==> config.mk <==
export PLATFORM = sky130hd
export DESIGN_NAME = decoder_bo
export DESIGN_NICKNAME = d
export VERILOG_FILES = /design/src/rtl/decoder_bo_pkg.sv /design/src/rtl/decoder_bo_correct.sv /design/src/rtl/decoder_bo.sv
export SDC_FILE = /design/constraint.sdc
export NUM_CORES = 1
export LEC_CHECK = 0
export CORE_UTILIZATION = 52
export CTS_BUF_LIST = sky130_fd_sc_hd__clkbuf_2 sky130_fd_sc_hd__clkbuf_4 sky130_fd_sc_hd__clkbuf_8
export DETAILED_ROUTE_END_ITERATION = 10
export PLACE_DENSITY = 0.89
export SYNTH_ARGS = -nofsm -noshare
export SYNTH_HDL_FRONTEND = slang
export SYNTH_SLANG_ARGS = --single-unit
==> constraint.sdc <==
create_clock -name clk -period 2.3 [get_ports clk]
set_input_delay 0.46 -clock clk [delete_from_list [all_inputs] [get_ports clk]]
set_output_delay 0.46 -clock clk [all_outputs]
set_load 0.03 [all_outputs]
==> src/rtl/decoder_bo_pkg.sv <==
// Shared Hamming(15,11) definitions used by the decoder and the matching encoder.
package decoder_bo_pkg;

  localparam int DATA_W = 11;
  localparam int CODE_W = 15;
  localparam int SYN_W  = 4;

  typedef logic [CODE_W-1:0] code_t;
  typedef logic [DATA_W-1:0] data_t;
  typedef logic [SYN_W-1:0]  syn_t;

  // Parity coverage: bit i of a mask is set when code position i+1 has that syndrome bit set.
  localparam code_t PAR_MASK0 = 15'h5555;
  localparam code_t PAR_MASK1 = 15'h6666;
  localparam code_t PAR_MASK2 = 15'h7878;
  localparam code_t PAR_MASK3 = 15'h7F80;

  // Stage-1 register contents: raw codeword plus its syndrome.
  typedef struct packed {
    logic  valid;
    code_t cw;
    syn_t  syn;
  } stage1_t;

  // Stage-2 register contents: what the consumer sees.
  typedef struct packed {
    logic  valid;
    data_t data;
    syn_t  syn;
    logic  err;
  } stage2_t;

  function automatic syn_t syndrome_of(input code_t cw);
    syn_t s;
    s[0] = ^(cw & PAR_MASK0);
    s[1] = ^(cw & PAR_MASK1);
    s[2] = ^(cw & PAR_MASK2);
    s[3] = ^(cw & PAR_MASK3);
    return s;
  endfunction

  // Data bits sit at every non-power-of-two code position.
  function automatic data_t extract_data(input code_t cw);
    return {cw[14:8], cw[6], cw[5], cw[4], cw[2]};
  endfunction

  // Encoder: place data, then the parity bits equal the syndrome of the zero-parity word.
  function automatic code_t encode(input data_t d);
    code_t cw;
    syn_t  s;
    cw = '0;
    cw[2]    = d[0];
    cw[4]    = d[1];
    cw[5]    = d[2];
    cw[6]    = d[3];
    cw[14:8] = d[10:4];
    s = syndrome_of(cw);
    cw[0] = s[0];
    cw[1] = s[1];
    cw[3] = s[2];
    cw[7] = s[3];
    return cw;
  endfunction

endpackage

==> src/rtl/decoder_bo_correct.sv <==
// Single-error correction: flips the bit named by the syndrome and extracts the data field.
module hamming15_correct
  import decoder_bo_pkg::*;
(
  input  code_t cw,
  input  syn_t  syn,
  output data_t data,
  output logic  err
);

  code_t flip;
  code_t fixed;

  // Build a one-hot flip mask from the syndrome (none when the syndrome is zero).
  always_comb begin
    // NOTE: every always_comb output gets a default first so no path leaves it unassigned (no latch).
    flip = '0;
    if (syn != '0) begin
      flip = code_t'(1) << (syn - syn_t'(1));
    end
    fixed = cw ^ flip;
    data  = extract_data(fixed);
    err   = (syn != '0);
  end

endmodule

==> src/rtl/decoder_bo.sv <==
// Two-stage Hamming(15,11) decoder with valid/ready flow control and a saturating error counter.
module decoder_bo
  import decoder_bo_pkg::*;
#(
  parameter int CNT_W = 16
) (
  input  logic             clk,
  input  logic             rst,
  input  logic             in_valid,
  output logic             in_ready,
  input  logic [14:0]      data_in,
  output logic             out_valid,
  input  logic             out_ready,
  output logic [10:0]      data_out,
  output logic [3:0]       syndrome,
  output logic             err_corr,
  input  logic             clr_cnt,
  output logic [CNT_W-1:0] err_cnt
);

  stage1_t          s1_q, s1_d;
  stage2_t          s2_q, s2_d;
  logic [CNT_W-1:0] cnt_q, cnt_d;

  logic  en;
  logic  inc;
  data_t corr_data;
  logic  corr_err;

  hamming15_correct u_correct (
    .cw   (s1_q.cw),
    .syn  (s1_q.syn),
    .data (corr_data),
    .err  (corr_err)
  );

  // Pipeline advance: both stages move together whenever the output slot is free or being taken.
  always_comb begin
    en   = !s2_q.valid || out_ready;
    s1_d = s1_q;
    s2_d = s2_q;
    if (en) begin
      s1_d.valid = in_valid;
      s1_d.cw    = data_in;
      s1_d.syn   = syndrome_of(data_in);
      s2_d.valid = s1_q.valid;
      s2_d.data  = corr_data;
      s2_d.syn   = s1_q.syn;
      s2_d.err   = corr_err;
    end
  end

  // Error counter: counts delivered corrected words, saturates, and a clear beats an increment.
  always_comb begin
    inc   = s2_q.valid && out_ready && s2_q.err;
    cnt_d = cnt_q;
    if (clr_cnt) begin
      cnt_d = '0;
    end else if (inc && (cnt_q != '1)) begin
      cnt_d = cnt_q + 1'b1;
    end
  end

  // State registers with synchronous active-high reset.
  always_ff @(posedge clk) begin
    // NOTE: sequential state uses non-blocking assignments so all flops update from pre-edge values.
    if (rst) begin
      // NOTE: data fields are reset along with the valid flags so the outputs read zero after reset.
      s1_q  <= '0;
      s2_q  <= '0;
      cnt_q <= '0;
    end else begin
      s1_q  <= s1_d;
      s2_q  <= s2_d;
      cnt_q <= cnt_d;
    end
  end

  assign in_ready  = en;
  assign out_valid = s2_q.valid;
  assign data_out  = s2_q.data;
  assign syndrome  = s2_q.syn;
  assign err_corr  = s2_q.err;
  assign err_cnt   = cnt_q;

endmodule

==> impl_metrics.yaml <==
min_path:
  hold_start: "syndrome[0]"
  whs_path_depth: 2
  hold_path.class: "flip-flop to flip-flop"
  hold_end: "syndrome[0]"
cts:
  cts_hold_buf: 0
  ctsResizeCount: 0
  clk_pin_slew_worst_paths_ps: 80
  cts_tree: "built"
  htreeDepth: 2
  clockBufferDepth: 2
  cts_sinks: 49
  clk_latency_ps: 310
  numCtsBuffers: 5
  cts_setup_buffers: 0
  cts_root_buf: "clkbuf_8"
die:
  die_x_um: 69.22
  num_rows: 24
  core_um2: 4354
  start_util_pct: 53.97
  chipHeight_um: 69.22
  ios: 54
  die_area_um2: 4791
place:
  dp_hpwl_um: 4034
  gp_congestion: 0.8146
  dp_cells: 379
  io_buffers: 53
timing:
  rsz0062_at_grt: "no"
  fin_crit_sh_pct: 96.95
  finalHoldViolations: 0
  fin_setup_tns_ps: 0
  maxSlewViolCount: 0
  max_slew.worst_pin.slew_ps: 431.0
  max_clock_freq_mhz: 448.5
  fin_crit_ps: 2230
  finalClockSkew_ps: 7.377
  finalSetupViolCount: 0
  slew_headroom_pct: 71.05
  worst_hold_slack_ps: 453.9
final_layout:
  layout_commonest_cell: "clkdlybuf4s50_1"
  multi_input_area_um2: 1292
  num-fill-cells: 364
  postLayoutCoreUtil_pct: 69.43
  final_cell_count_no_fill: 386
  diodes: 0
  drive_gt1_share_pct: 5.689
  syn2layout_area_growth_pct: 28.65
  nets: 355
  final_cell_mix: "clkdlybuf4s50_1 (53), dfxtp_1 (49), nand2_1 (46)"
  seq_area_um2: 980.9
yosys:
  synthCells: 282
  synth_xor_area_share_pct: 9.372
  synth_compound_area_share_pct: 18.96
  syn_avg_cell_area_um2: 8.332
  synth_fp_nets: 303
  muxShareOfSynthArea_pct: 1.278
  synth_top_family_by_area: "simple AND/OR/NAND/NOR gates"
  ys_seq_area_share_pct: 41.75
  synth_adder_area_share_pct: 0.5325
  ys_ff_latch: 49
  synth.yosys.warnings: 0
  syn_area_um2: 2350
  yosysUniqueCellTypes: 38
  synthSimpleGateAreaFrac_pct: 24.87
flow_run:
  cap_violations: 0
drt:
  drt-pass1-iter-count: 4
  wirelength_um: 5407
  antenna_left: 0
  via_count: 2228
  drc: 0
  wl_per_cell_um: 14.01
  drtIter0Drc: 92
  vias_per_cell: 5.772
worst_setup_path:
  worstSetupEndpointType: "primary output"
  arrival_ps: 1770
  worstReg2RegStart: "err_cnt[0]"
  r2r_cells: 5
  cp_max_fo: 3
  r2r_end: "err_cnt[14]"
  cp.required_ps: 1840
  r2r_slack_ps: 310
  start_kind: "input pin"
  crit_type: "input pin to primary output"
global_routing:
  grt_max_degree: 46
  grt_pass1_wl_um: 9149
  antenna_found_initial: 0
  gr-total-overflow: 0
  grt_pass1_vias: 2108
  track_usage_pct: 23.55
power_and_ir_drop:
  ir_drop_mv: 0.4210
  p_leak_uw: 0.001039
  cellPowerDensity_nw_per_um2: 623.3
outcome:
  status: "finished clean"
[synth_stat cells]
master / n / area (um^2)
and3_1: 2 / 12.51
o211a_1: 1 / 10.01
nor2_1: 18 / 67.56
nand3_1: 4 / 20.02
clkbuf_1: 10 / 37.54
a21oi_1: 32 / 160.2
and4_2: 1 / 10.01
dfxtp_1: 49 / 980.9
or4_4: 1 / 11.26
buf_2: 1 / 5.000
nor4_1: 1 / 6.260
or4_1: 8 / 60.06
a211oi_1: 6 / 45.04
inv_1: 6 / 22.52
o211ai_1: 1 / 7.510
o21ai_0: 12 / 60.06
xnor2_1: 16 / 140.1
buf_1: 2 / 7.510
nand3b_1: 1 / 7.510
nor2b_1: 1 / 6.260
and4_1: 1 / 8.760
nand4_2: 1 / 12.51
mux2i_1: 3 / 30.03
or4_2: 1 / 8.760
o31ai_1: 10 / 75.07
xor2_1: 4 / 35.03
nand4_1: 3 / 18.77
nor3_1: 4 / 20.02
a311oi_1: 9 / 78.83
o41ai_1: 1 / 8.760
or3_1: 15 / 93.84
nand3_2: 1 / 10.01
nand2b_1: 5 / 31.28
nand2_1: 46 / 172.7
xnor3_1: 2 / 45.04
inv_2: 1 / 3.750
ha_1: 1 / 12.51
or2_2: 1 / 6.260
[kinds of logic after synthesis]
| group | after synthesis |
|---|---|
| flip-flops | 49 |
| adder cells (fa/ha/maj) | 1 |
| AND/OR/NAND/NOR | 115 |
| buffers and inverters | 20 |
| XOR/XNOR | 22 |
| AO/OA/AOI/OAI | 72 |
| multiplexers | 3 |
[stage by stage]
step / total power (uW) / instance area (um^2) / worst slack, ps
6_report: 1884 / 3023 / 70.24
3_5_place_dp: 1378 / 2933 / 72.24
5_1_grt: 1965 / 3023 / 32.82
4_1_cts: 1890 / 3023 / 68.12
2_1_floorplan: 1224 / 2350 / 249.5
3_3_place_gp: 1363 / 2933 / 73.10
[metal layers]
metal	GRT usage, %	vias up	wire [um]
li1	-	1119	-
met1	27.95	1035	2303
met2	39.70	63	2743
met3	5.959	11	260
met4	11.11	0	100
met5	0	-	0
[how the worst max path moves through the flow]
stage                     from     endpoint  cells past startpoint
floorplan           err_cnt[0]  err_cnt[14]                      5
global placement     out_ready     in_ready                      4
detailed placement   out_ready     in_ready                      4
CTS                  out_ready     in_ready                      4
global route         out_ready     in_ready                      4
finish               out_ready     in_ready                      4
[critical path, cell delays in order]
cell and delay [ps]:
clkdlybuf4s50_1 500, nor2b_1 80, inv_2 70, clkdlybuf4s50_1 660
[sequential cells by signal, summed over array words and instances, names as in the netlist]
| signal | count |
|---|---|
| s1_q | 16 |
| syndrome | 4 |
| out_valid | 1 |
| err_corr | 1 |
| data_out | 11 |
| err_cnt | 16 |
[final cells by class]
class	instances	share of cell area, %
clock buffers	7	2.980
inverters	7	0.8692
multi-input cells	213	42.76
flip-flops and latches	49	32.45
well taps	52	2.152
repair buffers	58	18.79
[report_power, final]
group	switching, uW	internal, uW	total (uW)
registers	54.5	908	963
clock network	276	251	526
logic	209	186	395
total	539	1350	1880
(Power assumes the default switching activity.)
